File: src/rtl/seg_scan_capture.sv
// Receive side of the 6-digit multiplexed display scan.
// Rebuilds {seg_sel,d} dwells into 24-bit frames and flags scan-integrity errors.
module seg_scan_capture #(
  parameter int unsigned SETTLE    = 2,
  parameter int unsigned TIMEOUT_W = 12,
  parameter int unsigned ERR_W     = 8
) (
  input  logic             clk,
  input  logic             reset,
  input  logic [5:0]       seg_sel,
  input  logic [3:0]       d,
  output logic [23:0]      frame_data,
  output logic             frame_valid,
  input  logic             frame_ready,
  output logic             sync_lost,
  output logic [ERR_W-1:0] err_cnt
);

  localparam int unsigned SEL_W   = 6;
  localparam int unsigned DIG_W   = 4;
  localparam int unsigned PAIR_W  = SEL_W + DIG_W;
  localparam int unsigned IDX_W   = 3;
  localparam int unsigned SLOTS   = 5;
  localparam int unsigned FRAME_W = 24;
  localparam int unsigned STAB_W  = $clog2(SETTLE + 2);

  localparam logic [STAB_W-1:0]    STAB_CAP  = STAB_W'(SETTLE);
  localparam logic [STAB_W-1:0]    STAB_SAT  = STAB_W'(SETTLE + 1);
  localparam logic [TIMEOUT_W-1:0] STALL_MAX = '1;
  localparam logic [IDX_W-1:0]     LAST_IDX  = IDX_W'(5);
  localparam logic [ERR_W-1:0]     ERR_MAX   = '1;

  typedef enum logic {
    HUNT  = 1'b0,
    TRACK = 1'b1
  } state_e;

  state_e                         state_q, state_d;
  logic [PAIR_W-1:0]              pair_q, pair_d;
  logic [PAIR_W-1:0]              last_q, last_d;
  logic [STAB_W-1:0]              stab_q, stab_d;
  logic [IDX_W-1:0]               expect_q, expect_d;
  logic [TIMEOUT_W-1:0]           stall_q, stall_d;
  logic [SLOTS-1:0][DIG_W-1:0]    slot_q, slot_d;
  logic [FRAME_W-1:0]             frame_data_q, frame_data_d;
  logic                           frame_valid_q, frame_valid_d;
  logic                           sync_lost_q, sync_lost_d;
  logic [ERR_W-1:0]               err_cnt_q, err_cnt_d;

  logic              cap_c;
  logic              legal_c;
  logic [IDX_W-1:0]  idx_c;
  logic [SEL_W-1:0]  cap_sel_c;
  logic [DIG_W-1:0]  cap_dig_c;
  logic              err_c;
  logic              complete_c;
  logic              drop_c;

  // Input stage: one register, stability count restarts whenever the sample changes.
  always_comb begin
    pair_d = {seg_sel, d};
    stab_d = stab_q;
    if (pair_d != pair_q) begin
      stab_d = STAB_W'(1);
    end else if (stab_q != STAB_SAT) begin
      stab_d = stab_q + STAB_W'(1);
    end
  end

  // A pair that returns after a short glitch is the same dwell, so it is not captured twice.
  always_comb begin
    cap_c  = (stab_q == STAB_CAP) && (pair_q != last_q);
    last_d = cap_c ? pair_q : last_q;
  end

  // One-hot select decode; anything else is illegal.
  always_comb begin
    cap_sel_c = pair_q[PAIR_W-1:DIG_W];
    cap_dig_c = pair_q[DIG_W-1:0];
    legal_c   = 1'b1;
    idx_c     = '0;
    case (cap_sel_c)
      6'h20:   idx_c = IDX_W'(0);
      6'h10:   idx_c = IDX_W'(1);
      6'h08:   idx_c = IDX_W'(2);
      6'h04:   idx_c = IDX_W'(3);
      6'h02:   idx_c = IDX_W'(4);
      6'h01:   idx_c = IDX_W'(5);
      default: legal_c = 1'b0;
    endcase
  end

  // Sequence tracker and stall watchdog.
  always_comb begin
    state_d    = state_q;
    expect_d   = expect_q;
    stall_d    = stall_q;
    slot_d     = slot_q;
    err_c      = 1'b0;
    complete_c = 1'b0;
    case (state_q)
      HUNT: begin
        stall_d = '0;
        if (cap_c && legal_c && (idx_c == IDX_W'(0))) begin
          slot_d[0] = cap_dig_c;
          expect_d  = IDX_W'(1);
          state_d   = TRACK;
        end
      end
      TRACK: begin
        if (cap_c) begin
          stall_d = '0;
          if (legal_c && (idx_c == expect_q)) begin
            if (expect_q == LAST_IDX) begin
              complete_c = 1'b1;
              expect_d   = '0;
            end else begin
              slot_d[expect_q] = cap_dig_c;
              expect_d         = expect_q + IDX_W'(1);
            end
          end else if (legal_c && (idx_c == IDX_W'(0))) begin
            err_c     = 1'b1;
            slot_d[0] = cap_dig_c;
            expect_d  = IDX_W'(1);
          end else begin
            err_c    = 1'b1;
            state_d  = HUNT;
            expect_d = '0;
          end
        end else if (stall_q == STALL_MAX) begin
          err_c    = 1'b1;
          state_d  = HUNT;
          expect_d = '0;
          stall_d  = '0;
        end else begin
          stall_d = stall_q + TIMEOUT_W'(1);
        end
      end
      default: begin
        state_d  = HUNT;
        expect_d = '0;
        stall_d  = '0;
      end
    endcase
  end

  // Frame handoff; a completed frame with nowhere to go is dropped and counted.
  always_comb begin
    frame_data_d  = frame_data_q;
    frame_valid_d = frame_valid_q;
    drop_c        = 1'b0;
    if (complete_c) begin
      if (!frame_valid_q || frame_ready) begin
        frame_data_d  = {slot_q[0], slot_q[1], slot_q[2], slot_q[3], slot_q[4], cap_dig_c};
        frame_valid_d = 1'b1;
      end else begin
        drop_c = 1'b1;
      end
    end else if (frame_valid_q && frame_ready) begin
      frame_valid_d = 1'b0;
    end
  end

  // Error reporting: coincident error and drop count once.
  always_comb begin
    sync_lost_d = err_c;
    err_cnt_d   = err_cnt_q;
    if ((err_c || drop_c) && (err_cnt_q != ERR_MAX)) begin
      err_cnt_d = err_cnt_q + ERR_W'(1);
    end
  end

  always_ff @(posedge clk or posedge reset) begin
    if (reset) begin
      state_q       <= HUNT;
      pair_q        <= '0;
      last_q        <= '0;
      stab_q        <= '0;
      expect_q      <= '0;
      stall_q       <= '0;
      slot_q        <= '0;
      frame_data_q  <= '0;
      frame_valid_q <= 1'b0;
      sync_lost_q   <= 1'b0;
      err_cnt_q     <= '0;
    end else begin
      state_q       <= state_d;
      pair_q        <= pair_d;
      last_q        <= last_d;
      stab_q        <= stab_d;
      expect_q      <= expect_d;
      stall_q       <= stall_d;
      slot_q        <= slot_d;
      frame_data_q  <= frame_data_d;
      frame_valid_q <= frame_valid_d;
      sync_lost_q   <= sync_lost_d;
      err_cnt_q     <= err_cnt_d;
    end
  end

  assign frame_data  = frame_data_q;
  assign frame_valid = frame_valid_q;
  assign sync_lost   = sync_lost_q;
  assign err_cnt     = err_cnt_q;

endmodule

File: config.mk
export PLATFORM = sky130hd
export DESIGN_NAME = seg_scan_capture
export DESIGN_NICKNAME = d
export VERILOG_FILES = /design/src/rtl/seg_scan_capture.sv
export SDC_FILE = /design/constraint.sdc
export NUM_CORES = 1
export LEC_CHECK = 0
export CORE_ASPECT_RATIO = 1.4
export CORE_UTILIZATION = 56
export DETAILED_ROUTE_END_ITERATION = 6
export HOLD_SLACK_MARGIN = 0.08
export PLACE_DENSITY = 0.9
export SLEW_MARGIN = 20
export SYNTH_ARGS = -nofsm -noshare
export SYNTH_HDL_FRONTEND = slang
export SYNTH_SLANG_ARGS = --single-unit
File: constraint.sdc
create_clock -name clk -period 3.3 [get_ports clk]
set_clock_uncertainty 0.05 [all_clocks]
set_input_delay 0.66 -clock clk [delete_from_list [all_inputs] [get_ports clk]]
set_output_delay 0.66 -clock clk [all_outputs]
set_load 0.02 [all_outputs]
==> results of run 1 <==
-- worst max-delay path, stage by stage, from the launching register on --
cell,delay [ns]
dfrtp_1,0.57
xor2_1,0.20
o211ai_1,0.10
a31o_1,0.29
a21oi_4,0.23
nand2b_4,0.15
nor3_1,0.69
mux2_2,0.41
-- logic make-up (layout without fill, tap and decap cells) --
group           count (synthesis)  count (layout)  share of synthesized area
fa+ha+maj                       4               4                     0.0118
flops                          92              92                      0.544
xor+xnor                       42              42                     0.0870
buf+inv                        22              70                     0.0340
mux                            58              58                      0.172
simple gates                   84              84                      0.105
compound gates                 24              24                     0.0461
-- power groups by stage --
stage / clock (uW) / combinational (uW) / sequential (uW)
2_1_floorplan: 0 / 61.8 / 1160
3_3_place_gp: 0 / 71.6 / 1170
3_5_place_dp: 0 / 73.4 / 1170
4_1_cts: 691 / 73.8 / 1150
5_1_grt: 744 / 81.1 / 1150
6_report: 675 / 71.4 / 1150
-- how the worst max path moves through the flow --
stage,slack (ns),endpoint
5_1_grt,0.34,slot_q[14]$_DFFE_PP0P_
6_report,0.49,slot_q[14]$_DFFE_PP0P_
4_1_cts,0.50,slot_q[15]$_DFFE_PP0P_
2_1_floorplan,0.20,err_cnt[0]$_DFFE_PP0P_
3_5_place_dp,0.53,slot_q[15]$_DFFE_PP0P_
3_3_place_gp,0.64,slot_q[13]$_DFFE_PP0P_
-- registers in the layout, indices dropped and copies added (netlist names), 2 cells and up --
| signal | cells |
|---|---|
| stab_q | 2 |
| err_cnt | 8 |
| last_q | 10 |
| expect_q | 3 |
| pair_q | 10 |
| slot_q | 20 |
| frame_data | 24 |
| stall_q | 12 |
-- metal layers --
metal | global-route usage | share of wire | vias to the layer above
met3 | 0.0376 | 0.025 | 11
met4 | 0.0820 | 0.017 | 0
met2 | 0.353 | 0.54 | 46
met5 | 0 | 0 | -
met1 | 0.264 | 0.42 | 1302
li1 | - | - | 1209
-- stage by stage --
stage | cell area (um^2) | utilization
floorplan | 4230 | -
global placement | 4730 | 0.646
detailed placement | 4730 | 0.646
CTS | 4900 | 0.670
global route | 4900 | 0.670
finish | 4900 | 0.670
-- layout make-up --
type	count	area (um^2)	share of cell area
tap	97	121	0.0248
clock inverter	6	38.8	0.00791
sequential	92	2300	0.470
clock buffer	10	138	0.0281
inverter	4	16.3	0.00332
timing repair buffer	50	503	0.103
multi-input combinational	212	1780	0.364
-- cell usage after synthesis (4+ instances only) --
master / instances
and3_1: 12
buf_2: 8
dfrtp_1: 92
ha_1: 4
inv_1: 4
mux2_2: 38
mux2_4: 20
nand2_1: 11
nand2b_1: 7
nand3_1: 14
nor2_1: 21
nor3_1: 5
o21ai_0: 9
xnor2_1: 18
xor2_1: 24
-- layout by cell type (no fill, tap or decap), types with 9 or more instances in the layout --
| master | n |
|---|---|
| clkbuf_8 | 10 |
| mux2_4 | 20 |
| mux2_2 | 38 |
| nand3_1 | 14 |
| nor2_1 | 21 |
| and3_1 | 12 |
| o21ai_0 | 9 |
| xnor2_1 | 18 |
| clkdlybuf4s50_1 | 46 |
| nand2_1 | 11 |
| xor2_1 | 24 |
| dfrtp_1 | 92 |
==> impl_results.md, run 1 <==
* Initial core utilization at 0.578
* Hold Crit Depth at 1
* Reg clk slew, reported paths at 0.09 ns
* Max clock buf depth at 2
* Total clock sinks at 92
* Ys flop type: dfrtp_1
* Port bufs at 46
* Mapped Area at 4230 um^2
* Site row count at 37
* Hold worst-path end: stall_q[0]$_DFF_PP0_
* PwrDens at 387 nW/um^2
* Clock Power Share at 0.356
* Max Slew Vio Count at 0
* Worst Hold Launch: stall_q[0]$_DFF_PP0_
* Clock period minus worst slack at 2.81 ns
* Finished Layout Cells at 471
* Post-CTS Setup Inserts at 0
* Area leader, netlist: dfrtp_1
* Total Power at 1900 uW
* R2R depth at 7
* Slew @ Worst Pin at 0.797 ns
* Area growth, synth to finish at 15.9%
* WL final at 7.33 mm
* Syn Nets at 343
* Worst EP required at 3.49 ns
* Synthesized instance count at 326
* Top-area cell type share of the netlist area at 0.544
* DRC errors left at 0
* WHS at 0.433 ns
* Vias in the first global route at 2647
* Vias at 2568
* IO Count at 47
* GPL Wtd Cong at 0.784
* Ys async rst share at 1.00
* Internal reg-to-reg setup slack at 0.49 ns
* Post-synth EDFFs at 0
* Total GRT Usage at 0.210
* Final WS setup at 0.493 ns
* RSZ-0062 raised after global routing: no
* Switch share at 0.233
* Crit path arrival time at 3.00 ns
* DR iter-0 viols at 118
* Nets at 386
* Clock latency on the worst-skew pair at 0.35 ns
* Logic gate share of total power at 0.038
* Sequential Power Share at 0.607
* Global-route wire length before repair at 12.5 mm
* Setup crit end kind: flop
* Worst Setup SP: pair_q[8]$_DFF_PP0_
* Core outline area at 7310 um^2
* Fmax at 0.356 GHz
* Die width at 75.5 um
* DR pass1 iterations at 4
* Setup Total Neg Slack at 0 ns
* Global route overflow at 0
* Maximum vdd drop at 0.000340 V
* Hold Violations, Final at 0
* P_int at 1460 uW
* Synth top area cells: dfrtp_1 54%, mux2_2 10%, mux2_4 7.1%
* Total of fill cells in the finished design at 550
* Avg WL per Cell at 15.6 um
* Critical R2R Launch: pair_q[8]$_DFF_PP0_
* Largest net degree at the start of global routing at 69
* Flop and latch count out of synthesis at 92
* Post-synthesis sequential area ratio at 0.544
* Syn avg cell area at 13.0 um^2
* Post-synth cell types at 41
* CTS tree: yes
* Hold_buf cts at 0
* Antenna diodes at 0
* Post-DP HPWL at 5.16 mm
* R2R Path End: slot_q[14]$_DFFE_PP0P_
* Layout cells sized above 1 at 0.225
* Final setup viols at 0
* Pleak at 0.00232 uW
* Max cap viols at 0
* Status: finished clean
* Fin crit share at 0.850
* Resized Gates After CTS at 0
* DIE AREA at 7910 um^2
* Sw Pwr at 442 uW
* Worst setup SP type: flop
* Routed Antenna Nets at 0
* Placed cells at 455
* Ys Warns at 0
* Die Y-Extent at 105 um
* Via density at 5.45
* Hold Path Class: reg -> reg
* Rel. slew slack at 0.465
* CTS root buffer: clkbuf_8
* Post-Place Setup Slack at 0.527 ns
* Cts bufs inserted at 9
* Worst-path maximum fanout at 15
* CTS HTree Levels at 3
* Initial antenna violation count at 0
* WS Path Type: reg -> reg
Note: power is estimated with default switching activity, not from simulation.
==> run 2: changes to the inputs <==
--- a/config.mk
+++ b/config.mk
@@ -6,10 +6,10 @@
 export NUM_CORES = 1
 export LEC_CHECK = 0
 export CORE_ASPECT_RATIO = 1.4
-export CORE_UTILIZATION = 56
+export CORE_UTILIZATION = 60
 export DETAILED_ROUTE_END_ITERATION = 6
 export HOLD_SLACK_MARGIN = 0.08
-export PLACE_DENSITY = 0.9
+export PLACE_DENSITY = 0.95
 export SLEW_MARGIN = 20
 export SYNTH_ARGS = -nofsm -noshare
 export SYNTH_HDL_FRONTEND = slang
==> constraint.sdc (replaced) <==
create_clock -name clk -period 3.4 [get_ports clk]
set_clock_uncertainty 0.05 [all_clocks]
set_input_delay 0.68 -clock clk [delete_from_list [all_inputs] [get_ports clk]]
set_output_delay 0.68 -clock clk [all_outputs]
set_load 0.02 [all_outputs]
==> run 2 against run 1 <==
Compared with the run above:
- register-to-register slack improved by 0.14 ns
- sequential power about the same
- sequential cell count unchanged
- worst hold slack improved by 0.0066 ns
- via count decreased by 0.27%
- core utilization increased by 6.5 points
- critical path type unchanged
- largest power group unchanged
==> impl_results.md, run 2 (synthesized netlist as in run 1, its figures left out) <==
* Status: finished clean
* Worst EP required at 3.61 ns (+0.12 ns)
* Maximum vdd drop at 0.000269 V (-21%)
* Max Slew Vio Count at 0 (unchanged)
* Global-route wire length before repair at 12.6 mm (+1.2%)
* Setup crit end kind: flop
* CTS tree: yes
* Rel. slew slack at 0.537 (+0.0725)
* Avg WL per Cell at 16.2 um (+3.8%)
* DR pass1 iterations at 4 (unchanged)
* Pleak at 0.00233 uW (+0.53%)
* Post-CTS Setup Inserts at 0 (unchanged)
* RSZ-0062 raised after global routing: no
* Commonest cells after routing, fill and taps aside: 92 x dfrtp_1, 46 x clkdlybuf4s50_1, 38 x mux2_2
* Crit path arrival time at 2.98 ns (-0.02 ns)
* Initial antenna violation count at 0 (unchanged)
* Layout cells sized above 1 at 0.225 (unchanged)
* Clock period minus worst slack at 2.76 ns (-0.0433 ns)
* R2R Path End: slot_q[15]$_DFFE_PP0P_
* Routed Antenna Nets at 0 (unchanged)
* Total of fill cells in the finished design at 435 (-21%)
* Total clock sinks at 92 (unchanged)
* Vias at 2561 (-0.27%)
* Hold Crit Depth at 1 (unchanged)
* Largest net degree at the start of global routing at 55 (-20%)
* DR iter-0 viols at 163 (+38%)
* Max clock buf depth at 2 (unchanged)
* Via density at 5.50 (+0.80%)
* Final setup viols at 0 (unchanged)
* Core outline area at 6700 um^2 (-8.4%)
* Post-DP HPWL at 5.31 mm (+2.9%)
* Die width at 73.0 um (-3.3%)
* Port bufs at 46 (unchanged)
* Hold worst-path end: stall_q[0]$_DFF_PP0_
* Hold_buf cts at 0 (unchanged)
* WL final at 7.53 mm (+2.7%)
* Die Y-Extent at 101 um (-3.3%)
* Worst-path maximum fanout at 15 (unchanged)
* Global route overflow at 0 (unchanged)
* Critical R2R Launch: pair_q[8]$_DFF_PP0_
* Slew @ Worst Pin at 0.689 ns (-0.108 ns)
* Worst Setup SP: pair_q[8]$_DFF_PP0_
* Fin crit share at 0.813 (-0.0378)
* Internal reg-to-reg setup slack at 0.64 ns (+0.14 ns)
* Total GRT Usage at 0.232 (+0.0211)
* Clock latency on the worst-skew pair at 0.38 ns (+0.03 ns)
* DRC errors left at 0 (unchanged)
* CTS HTree Levels at 3 (unchanged)
* Antenna diodes at 0 (unchanged)
* WS Path Type: reg -> reg
* Hold Violations, Final at 0 (unchanged)
* Post-layout util at 0.735 (+0.0648)
* Worst Hold Launch: stall_q[0]$_DFF_PP0_
* Reg clk slew, reported paths at 0.10 ns (about the same)
* Cts bufs inserted at 9 (unchanged)
* R2R depth at 7 (unchanged)
* Vias in the first global route at 2658 (+0.42%)
* Area growth, synth to finish at 16.4%
* PwrDens at 397 nW/um^2 (+2.4%)
* IO Count at 47 (unchanged)
* Max FFs per register at 24 (unchanged)
* Hold Path Class: reg -> reg
* Setup Total Neg Slack at 0 ns (unchanged)
* Worst setup SP type: flop
* Initial core utilization at 0.631 (+0.0530)
* Site row count at 35 (-5.4%)
* Max cap viols at 0 (unchanged)
* Fmax at 0.362 GHz (+1.6%)
* CTS root buffer: clkbuf_8
* DIE AREA at 7400 um^2 (-6.5%)
* Resized Gates After CTS at 0 (unchanged)
* GPL Wtd Cong at 0.804 (+2.5%)
* Nets at 386 (unchanged)
* Most common cell after layout, fill and taps aside: dfrtp_1
run 2: cell count changes in the layout (fill, tap and decap cells not counted):
cell	previous run	this run
clkinv_2	4	1
clkinv_4	0	2
inv_6	1	3
bufinv_16	0	1
clkbuf_8	10	9
clkinvlp_4	2	1
run 2: per-stage QoR:
step | hold slack [ns] | instances | setup slack (ns) | cell area, um^2 | power (uW)
5_1_grt | 0.485 | 466 | 0.431 | 4930 | 2030
3_3_place_gp | 0.416 | 450 | 0.787 | 4720 | 1210
3_5_place_dp | 0.428 | 450 | 0.710 | 4720 | 1210
2_1_floorplan | 0.397 | 326 | 0.278 | 4230 | 1180
4_1_cts | 0.441 | 466 | 0.635 | 4930 | 1960
6_report | 0.440 | 466 | 0.637 | 4930 | 1950
run 2: worst max-delay path, cell delays in order, from the launching register on:
cell      delay [ns]
dfrtp_1         0.59
xor2_1          0.23
o211ai_1        0.12
a31o_1          0.29
a21oi_4         0.22
nand2b_4        0.14
nor3_1          0.61
mux2_2          0.41
run 2: final cells by class:
| type | count | area (um^2) | share of cell area |
|---|---|---|---|
| Sequential cell | 92 | 2300 | 0.467 |
| Multi-Input combinational cell | 212 | 1780 | 0.362 |
| Timing Repair Buffer | 50 | 503 | 0.102 |
| Clock buffer | 9 | 124 | 0.0251 |
| Tap cell | 92 | 115 | 0.0234 |
| Clock inverter | 7 | 81.3 | 0.0165 |
| Inverter | 4 | 16.3 | 0.00330 |
run 2: worst max path at each step:
stage                                  to  cells after the start
2_1_floorplan      err_cnt[0]$_DFFE_PP0P_                      1
3_3_place_gp   frame_data[11]$_DFFE_PP0P_                      8
3_5_place_dp       slot_q[14]$_DFFE_PP0P_                      7
4_1_cts            slot_q[15]$_DFFE_PP0P_                      7
5_1_grt            slot_q[15]$_DFFE_PP0P_                      7
6_report           slot_q[15]$_DFFE_PP0P_                      7
run 2: metal layers:
layer  GRT usage  up-vias  routed length, um  part of all wire
met4       0.107        0                161             0.021
met3      0.0577       14                209             0.028
li1            -     1207                  -                 -
met1       0.270     1294               3110              0.41
met5           0        -                  0                 0
met2       0.400       46               4060              0.54
run 2: where the power goes:
| part | switching (uW) | internal [uW] | total, uW |
|---|---|---|---|
| clock | 416 | 350 | 766 |
| sequential | 19.4 | 1100 | 1120 |
| combinational | 39.2 | 30.9 | 70.1 |
==> run 3: changes to the inputs <==
--- a/config.mk
+++ b/config.mk
@@ -6,10 +6,10 @@
 export NUM_CORES = 1
 export LEC_CHECK = 0
 export CORE_ASPECT_RATIO = 1.4
-export CORE_UTILIZATION = 60
+export CORE_UTILIZATION = 51
 export DETAILED_ROUTE_END_ITERATION = 6
 export HOLD_SLACK_MARGIN = 0.08
-export PLACE_DENSITY = 0.95
+export PLACE_DENSITY = 0.87
 export SLEW_MARGIN = 20
 export SYNTH_ARGS = -nofsm -noshare
 export SYNTH_HDL_FRONTEND = slang
==> constraint.sdc (replaced) <==
create_clock -name clk -period 2.35 [get_ports clk]
set_clock_uncertainty 0.05 [all_clocks]
set_input_delay 0.47 -clock clk [delete_from_list [all_inputs] [get_ports clk]]
set_output_delay 0.47 -clock clk [all_outputs]
set_load 0.02 [all_outputs]
==> run 3 against run 2 <==
Compared with the run above:
- the flow now finishes with violations (negative setup slack)
- design area up 8.9%
- via count up 7.9%
- sequential power up 44%
- first-iteration DRC count down 15%
- wire length up 14%
- core utilization down 5.5 points
- sequential share of layout area down 3.7 points
- fmax up 13%
- clock power up 40%
- count of clock-buffer cells in the layout unchanged
- global-route usage down 2.6 points
- critical path depth up 2
- largest power group unchanged
==> impl_results.md, run 3 (synthesized netlist as in run 1, its figures left out) <==
* Via density at 5.45 (-0.84%)
* Worst-path maximum fanout at 12 (-3)
* Die Y-Extent at 110 um (+8.3%)
* Max Slew Vio Count at 0 (unchanged)
* Fin crit share at 1.04 (+0.225)
* Worst Setup SP: pair_q[6]$_DFF_PP0_
* Reg clk slew, reported paths at 0.09 ns (about the same)
* Max FFs per register at 24 (unchanged)
* WHS at 0.440 ns (+0.000135 ns)
* WS Path Type: reg -> reg
* DR pass1 iterations at 5 (+1)
* Maximum vdd drop at 0.000367 V (+37%)
* Final setup viols at 34 (+34)
* Post-Place Setup Slack at -0.108 ns (-0.819 ns)
* Setup crit end kind: flop
* Crit path arrival time at 2.63 ns (-0.35 ns)
* Total of fill cells in the finished design at 561 (+29%)
* WL final at 8.58 mm (+14%)
* Clock latency on the worst-skew pair at 0.36 ns (-0.02 ns)
* Hold_buf cts at 0 (unchanged)
* Initial antenna violation count at 0 (unchanged)
* DIE AREA at 8670 um^2 (+17%)
* Critical R2R Launch: pair_q[6]$_DFF_PP0_
* Worst Hold Launch: stall_q[0]$_DFF_PP0_
* Sequence of cells on the critical path: buf_4 > xor2_1 > nand3b_1 > xor2_1 > nand3_1 > nand2b_4 > or3b_4 > buf_12 > mux2_2
* Cell mode on critical path: xor2_1
* Max clock buf depth at 2 (unchanged)
* Nets at 419 (+8.5%)
* Total clock sinks at 92 (unchanged)
* Rel. slew slack at 0.624 (+0.0872)
* Cts bufs inserted at 9 (unchanged)
* Vias at 2763 (+7.9%)
* Post-DP HPWL at 5.46 mm (+2.8%)
* RSZ-0062 raised after global routing: yes
* Worst EP required at 2.54 ns (-1.07 ns)
* GPL Wtd Cong at 0.780 (-2.9%)
* CTS root buffer: clkbuf_8
* DRC errors left at 0 (unchanged)
* Hold Crit Depth at 1 (unchanged)
* Hold Violations, Final at 0 (unchanged)
* Initial core utilization at 0.536 (-0.0954)
* Pleak at 0.00257 uW (+10%)
* Fmax at 0.410 GHz (+13%)
* Total Power at 2830 uW (+45%)
* Max cap viols at 0 (unchanged)
* Core outline area at 7890 um^2 (+18%)
* Max incr delay on CP at 0.49 ns (-0.12 ns)
* IO Count at 47 (unchanged)
* Hold Path Class: reg -> reg
* Global-route wire length before repair at 13.7 mm (+8.2%)
* Area growth, synth to finish at 26.9%
* Hold worst-path end: stall_q[0]$_DFF_PP0_
* R2R Path End: frame_data[11]$_DFFE_PP0P_
* Global route overflow at 0 (unchanged)
* Layout cells sized above 1 at 0.342 (+0.117)
* DR iter-0 viols at 139 (-15%)
* R2R depth at 9 (+2)
* Largest net degree at the start of global routing at 41 (-25%)
* Avg WL per Cell at 16.9 um (+4.7%)
* Slowest CP cell: dfrtp_2
* Antenna diodes at 0 (unchanged)
* CTS HTree Levels at 3 (unchanged)
* Status: finished with violations
* Commonest cells after routing, fill and taps aside: 86 x dfrtp_1, 46 x clkdlybuf4s50_1, 36 x mux2_2
* Worst setup SP type: flop
* Die width at 79.0 um (+8.2%)
* CTS tree: yes
* Routed Antenna Nets at 0 (unchanged)
* PwrDens at 527 nW/um^2 (+33%)
* Failing checks: negative setup slack
* Internal reg-to-reg setup slack at -0.09 ns (-0.72 ns)
* Port bufs at 46 (unchanged)
* Site row count at 38 (+8.6%)
* Slew @ Worst Pin at 0.563 ns (-0.127 ns)
* Vias in the first global route at 2858 (+7.5%)
* Clock period minus worst slack at 2.44 ns (-0.325 ns)
* Total GRT Usage at 0.206 (-0.0258)
* Most common cell after layout, fill and taps aside: dfrtp_1
* Final WS setup at -0.0880 ns (-0.725 ns)
==> run 3: per-stage QoR <==
stage               setup TNS, ns  cells   util  instance area [um^2]
floorplan                  -0.269    326      -                  4240
global placement           -0.511    479  0.624                  4920
detailed placement          -3.11    479  0.624                  4920
CTS                        -0.280    499  0.659                  5200
global route                -5.59    507  0.680                  5370
finish                      -1.88    507  0.680                  5370
==> run 3: power by group <==
group	internal (uW)	switching (uW)	leakage (uW)
Clock	497	571	0.000100
Sequential	1590	17.4	0.00125
Combinational	71.9	81.2	0.00122
Total	2160	669	0.00257
==> run 3: worst max-delay path by stage <==
stage	to
global placement	frame_data[7]$_DFFE_PP0P_
floorplan	frame_data[0]$_DFFE_PP0P_
CTS	frame_data[18]$_DFFE_PP0P_
global route	frame_data[11]$_DFFE_PP0P_
finish	frame_data[11]$_DFFE_PP0P_
detailed placement	frame_data[4]$_DFFE_PP0P_
==> run 3: routing by layer <==
layer	GRT usage	wire length, um
met1	0.242	3400
met2	0.360	4700
met3	0.0315	163
met4	0.109	313
met5	0	0
==> run 3: critical path, delay by kind of cell, from the launching register on <==
kind	cells	cell delay, ns
xor gates and xnor gates	2	0.28
DFF	1	0.49
buffers and inverters	2	0.36
and+or+nand+nor	4	0.83
muxes	1	0.29
==> run 3: timing repair <==
item	4_1_cts	5_1_grt
cloned	0	2
pin swaps	7	12
endpoints found under the setup margin	45	49
setup buffers	4	6
gates resized for setup	15	22
==> run 3: area by class of cell <==
cell class	count	area (um^2)	share of cell area
clock inverter	7	73.8	0.0138
tap	100	125	0.0233
inverter	4	18.8	0.00350
sequential	92	2310	0.430
timing repair buffer	83	813	0.152
multi-input combinational	212	1900	0.354
clock buffer	9	124	0.0231
==> variant 1, RTL diff (config.mk and constraints of run 1) <==
`ERR_W`: 8 -> 6.
--- a/src/rtl/seg_scan_capture.sv
+++ b/src/rtl/seg_scan_capture.sv
@@ -3,7 +3,7 @@
 module seg_scan_capture #(
   parameter int unsigned SETTLE    = 2,
   parameter int unsigned TIMEOUT_W = 12,
-  parameter int unsigned ERR_W     = 8
+  parameter int unsigned ERR_W     = 6
 ) (
   input  logic             clk,
   input  logic             reset,
Ports: changed (resized err_cnt); port bits go from 47 to 45. No check against the original RTL was run, so the function may have changed too.
==> variant 1 against run 1 <==
- area after synthesis fell by 5.9%
- routed wire length fell by 1.6%
- count of clock-buffer cells in the layout did not move
- synthesized cell count fell by 5.5%
- sequential cell count fell by 2
- total power rose by 3.1%
- design area fell by 3.4%
- critical endpoint is now frame_data[22]
- worst setup slack got worse by 0.19 ns
==> variant 1: results (changes against run 1) <==
metric;value;unit;change
outcome;finished, final reports clean;;
vias in the first global route;2553;;-3.6%
Multi-Input Combinational;199;;-6.1%
1st-iter DRT viols;121;;+2.5%
share of cells above drive strength 1;18.9;%;-3.6 points
Final Non-Filler Cells;455;;-3.4%
DP Area;4530;um^2;-4.1%
inverters;5;;+1
DIE WIDTH;73.3;um;-2.9%
Wirelength per Cell;15.9;um;+1.8%
WL met1;2930;um;-4.7%
WL met3;217;um;+19%
worst r2r path cells;8;;+1
dpl ws;0.312;ns;-0.215 ns
synth unique cells;45;;+9.8%
Syn Nets;325;;-5.2%
multi-input combinational area share;34.4;%;-2.0 points
Commonest cells post-synth;dfrtp_1 (90), mux2_2 (32), nor2_1 (25), mux2_1 (20), xnor2_1 (19);;
gr usage total;22.3;%;+1.3 points
leakage power;2.14;nW;-7.6%
Slowest Stage Delay on Critical Path;0.50;ns;-0.19 ns
Routed met2 length;3920;um;-0.81%
vias after detailed routing;2501;;-2.6%
maximum vdd drop;409;uV;+20%
Seq Cell Count;90;;-2.2%
clock network area share;4.28;%;+0.68 points
Fill cells;504;;-8.4%
first-pass GRT wire length;12200;um;-2.6%
Non-clock buffer share;10.8;%;+0.52 points
clk root buf;clkbuf_8;;
mean area per synthesized cell;12.9;um^2;-0.35%
port bufs;44;;-4.3%
CP Data Arrival Time;3.20;ns;+0.20 ns
Final Wtd Congestion;0.804;;+2.5%
Slowest cell on crit path;dfrtp_1;;
Post-DP HPWL;5170;um;+0.29%
Worst Path Max Fanout;22;;+7
NumNets Final;372;;-3.6%
register area share after synthesis;56.6;%;+2.1 points
largest net degree at the start of global routing;34;;-51%
sequential cell area share;47.6;%;+0.62 points
-- variant 1: path summary, 6_finish.rpt --
| path | from | end | slack (ns) |
|---|---|---|---|
| max | pair_q[6] | frame_data[22] | 0.30 |
| min | frame_data[20] | frame_data[20] | 0.44 |
| max reg2reg | pair_q[6] | frame_data[22] | 0.30 |
| min reg2reg | frame_data[20] | frame_data[20] | 0.44 |
| max in group asynchronous | reset | frame_data[3] | 1.87 |
| min in group asynchronous | reset | frame_data[19] | 0.57 |
-- variant 1: cells by family (layout without fill, tap and decap cells) --
family / count (synthesis) / count (layout) / share of synthesized area [%]
flops: 90 / 90 / 56.6
simple gates: 81 / 81 / 11.2
mux: 56 / 56 / 16.2
xor+xnor: 37 / 37 / 8.14
compound gates: 21 / 21 / 4.12
buf+inv: 19 / 71 / 2.51
fa+ha+maj: 4 / 4 / 1.26
-- variant 1: layer usage --
metal	vias up	GRT usage (%)
met3	13	4.48
met4	0	9.05
met1	1277	26.0
li1	1167	-
met2	44	39.7
met5	-	0
-- variant 1: report_power, final --
part | total, W | leakage, nW | internal (W) | switching [W]
registers | 0.00113 | 1.21 | 0.00111 | 0.0000185
logic | 0.0000731 | 0.831 | 0.0000331 | 0.0000401
clock network | 0.000758 | 0.0990 | 0.000360 | 0.000398
total | 0.00196 | 2.14 | 0.00150 | 0.000456
-- variant 1: critical path, delay by kind of cell (launching register included) --
| family | cells | cell delay (ns) |
|---|---|---|
| flops | 1 | 0.50 |
| simple gates | 6 | 1.76 |
| buf+inv | 1 | 0.22 |
| mux | 1 | 0.35 |
-- variant 1: metrics by stage --
stage | hold slack, ns | utilization [%]
after global routing | 0.456 | 68.3
final | 0.438 | 68.3
after detailed placement | 0.425 | 65.3
after global placement | 0.419 | 65.3
after floorplan | 0.405 | -
after CTS | 0.444 | 68.3
==> variant 2, RTL diff (flow settings as in run 1) <==
Made on the original files. Take the reset off `frame_data_q` and load it in a clocked block of its own.
--- a/src/rtl/seg_scan_capture.sv
+++ b/src/rtl/seg_scan_capture.sv
@@ -179,7 +179,6 @@
       expect_q      <= '0;
       stall_q       <= '0;
       slot_q        <= '0;
-      frame_data_q  <= '0;
       frame_valid_q <= 1'b0;
       sync_lost_q   <= 1'b0;
       err_cnt_q     <= '0;
@@ -191,11 +190,14 @@
       expect_q      <= expect_d;
       stall_q       <= stall_d;
       slot_q        <= slot_d;
-      frame_data_q  <= frame_data_d;
       frame_valid_q <= frame_valid_d;
       sync_lost_q   <= sync_lost_d;
       err_cnt_q     <= err_cnt_d;
     end
+  end
+
+  always_ff @(posedge clk) begin
+    frame_data_q <= frame_data_d;
   end
 
   assign frame_data  = frame_data_q;
Formal check against the unedited RTL: no difference found for any inputs over 10 cycles, from zero or initial values and one cycle with reset high; that may be too few to reach the edited logic, so the function may still have changed.
==> variant 2 against run 1 <==
- sequential share of layout area rose by 4.0 points
- via count fell by 8.1%
- worst setup slack improved by 0.053 ns
- area after synthesis fell by 5.6%
- sequential cell count did not move
- core utilization rose by 1.5 points
- design area fell by 3.1%
- final cell count fell by 7.2%
- clock power rose by 19%
- critical endpoint is now frame_data[11]
- synthesized cell count fell by 11%
- routed wire length fell by 9.3%
- total power rose by 8.4%
==> variant 2: results (changes against run 1) <==
metric;value;unit;change
met3 usage;5.03;%;+1.3 points
Wirelength per Cell;15.2;um;-2.3%
EDFF count, synth;24;;+24
DR pass1 iterations;5;;+1
placed insts;421;;-7.5%
post-synthesis xor/xnor area fraction;9.21;%;+0.51 points
outcome;finished, final reports clean;;
internal reg-to-reg setup slack;0.55;ns;+0.05 ns
Final Wtd Congestion;0.923;;+18%
CP startpoint;pair_q[9];;
WL met1;2650;um;-14%
Worst Path Max Fanout;24;;+9
via-per-instance ratio;5.40;;-0.95%
Slowest Stage Delay on Critical Path;0.50;ns;-0.19 ns
NumNets Final;354;;-8.3%
Syn Nets;306;;-11%
Hold EP;frame_data[16];;
DP Area;4530;um^2;-4.1%
Synth Area in Compound Gates;4.20;%;-0.42 points
post-synthesis mux area share;9.36;%;-7.8 points
Sw Pwr;0.000432;W;-2.3%
clock network area share;4.56;%;+0.96 points
GR Util met2;36.1;%;+0.84 points
Routed met2 length;3630;um;-8.1%
first-pass GRT wire length;11300;um;-9.8%
Seq. pwr;0.00119;W;+3%
Util after Layout;68.5;%;+1.5 points
actual slew at the worst max-slew pin;0.844;ns;+0.0465 ns
synth unique cells;50;;+22%
multi-input combinational area share;31.4;%;-5.0 points
sequential cell area share;51.0;%;+4.0 points
Async SR Flop Fraction;73.9;%;-26 points
==> variant 2: cell types whose count changed after synthesis, moves of 7 or more <==
cell      change
dfrtp_1      -24
mux2_4       -16
nand4_1       +7
mux2_2       -24
edfxtp_1     +24
mux2_1       +13
==> variant 2: worst max path at each step <==
stage	slack [ns]	to	cells past startpoint
floorplan	0.61	frame_data[0]	7
global placement	0.73	frame_data[0]	7
detailed placement	0.66	frame_data[0]	7
CTS	0.59	frame_data[11]	7
global route	0.31	frame_data[15]	7
finish	0.55	frame_data[11]	7
==> variant 2: worst reg2reg max path, cell delays in order (launching register included) <==
cell	delay [ns]
dfrtp_1	0.50
nor4_1	0.43
nand2_1	0.12
xor2_1	0.31
nand3b_4	0.21
nor2_1	0.31
and3_1	0.21
buf_4	0.29
==> variant 2: through the flow <==
step	power [W]	hold WS (ns)
floorplan	0.00125	0.368
global placement	0.00128	0.375
detailed placement	0.00128	0.377
CTS	0.00208	0.397
global route	0.00213	0.411
finish	0.00206	0.396
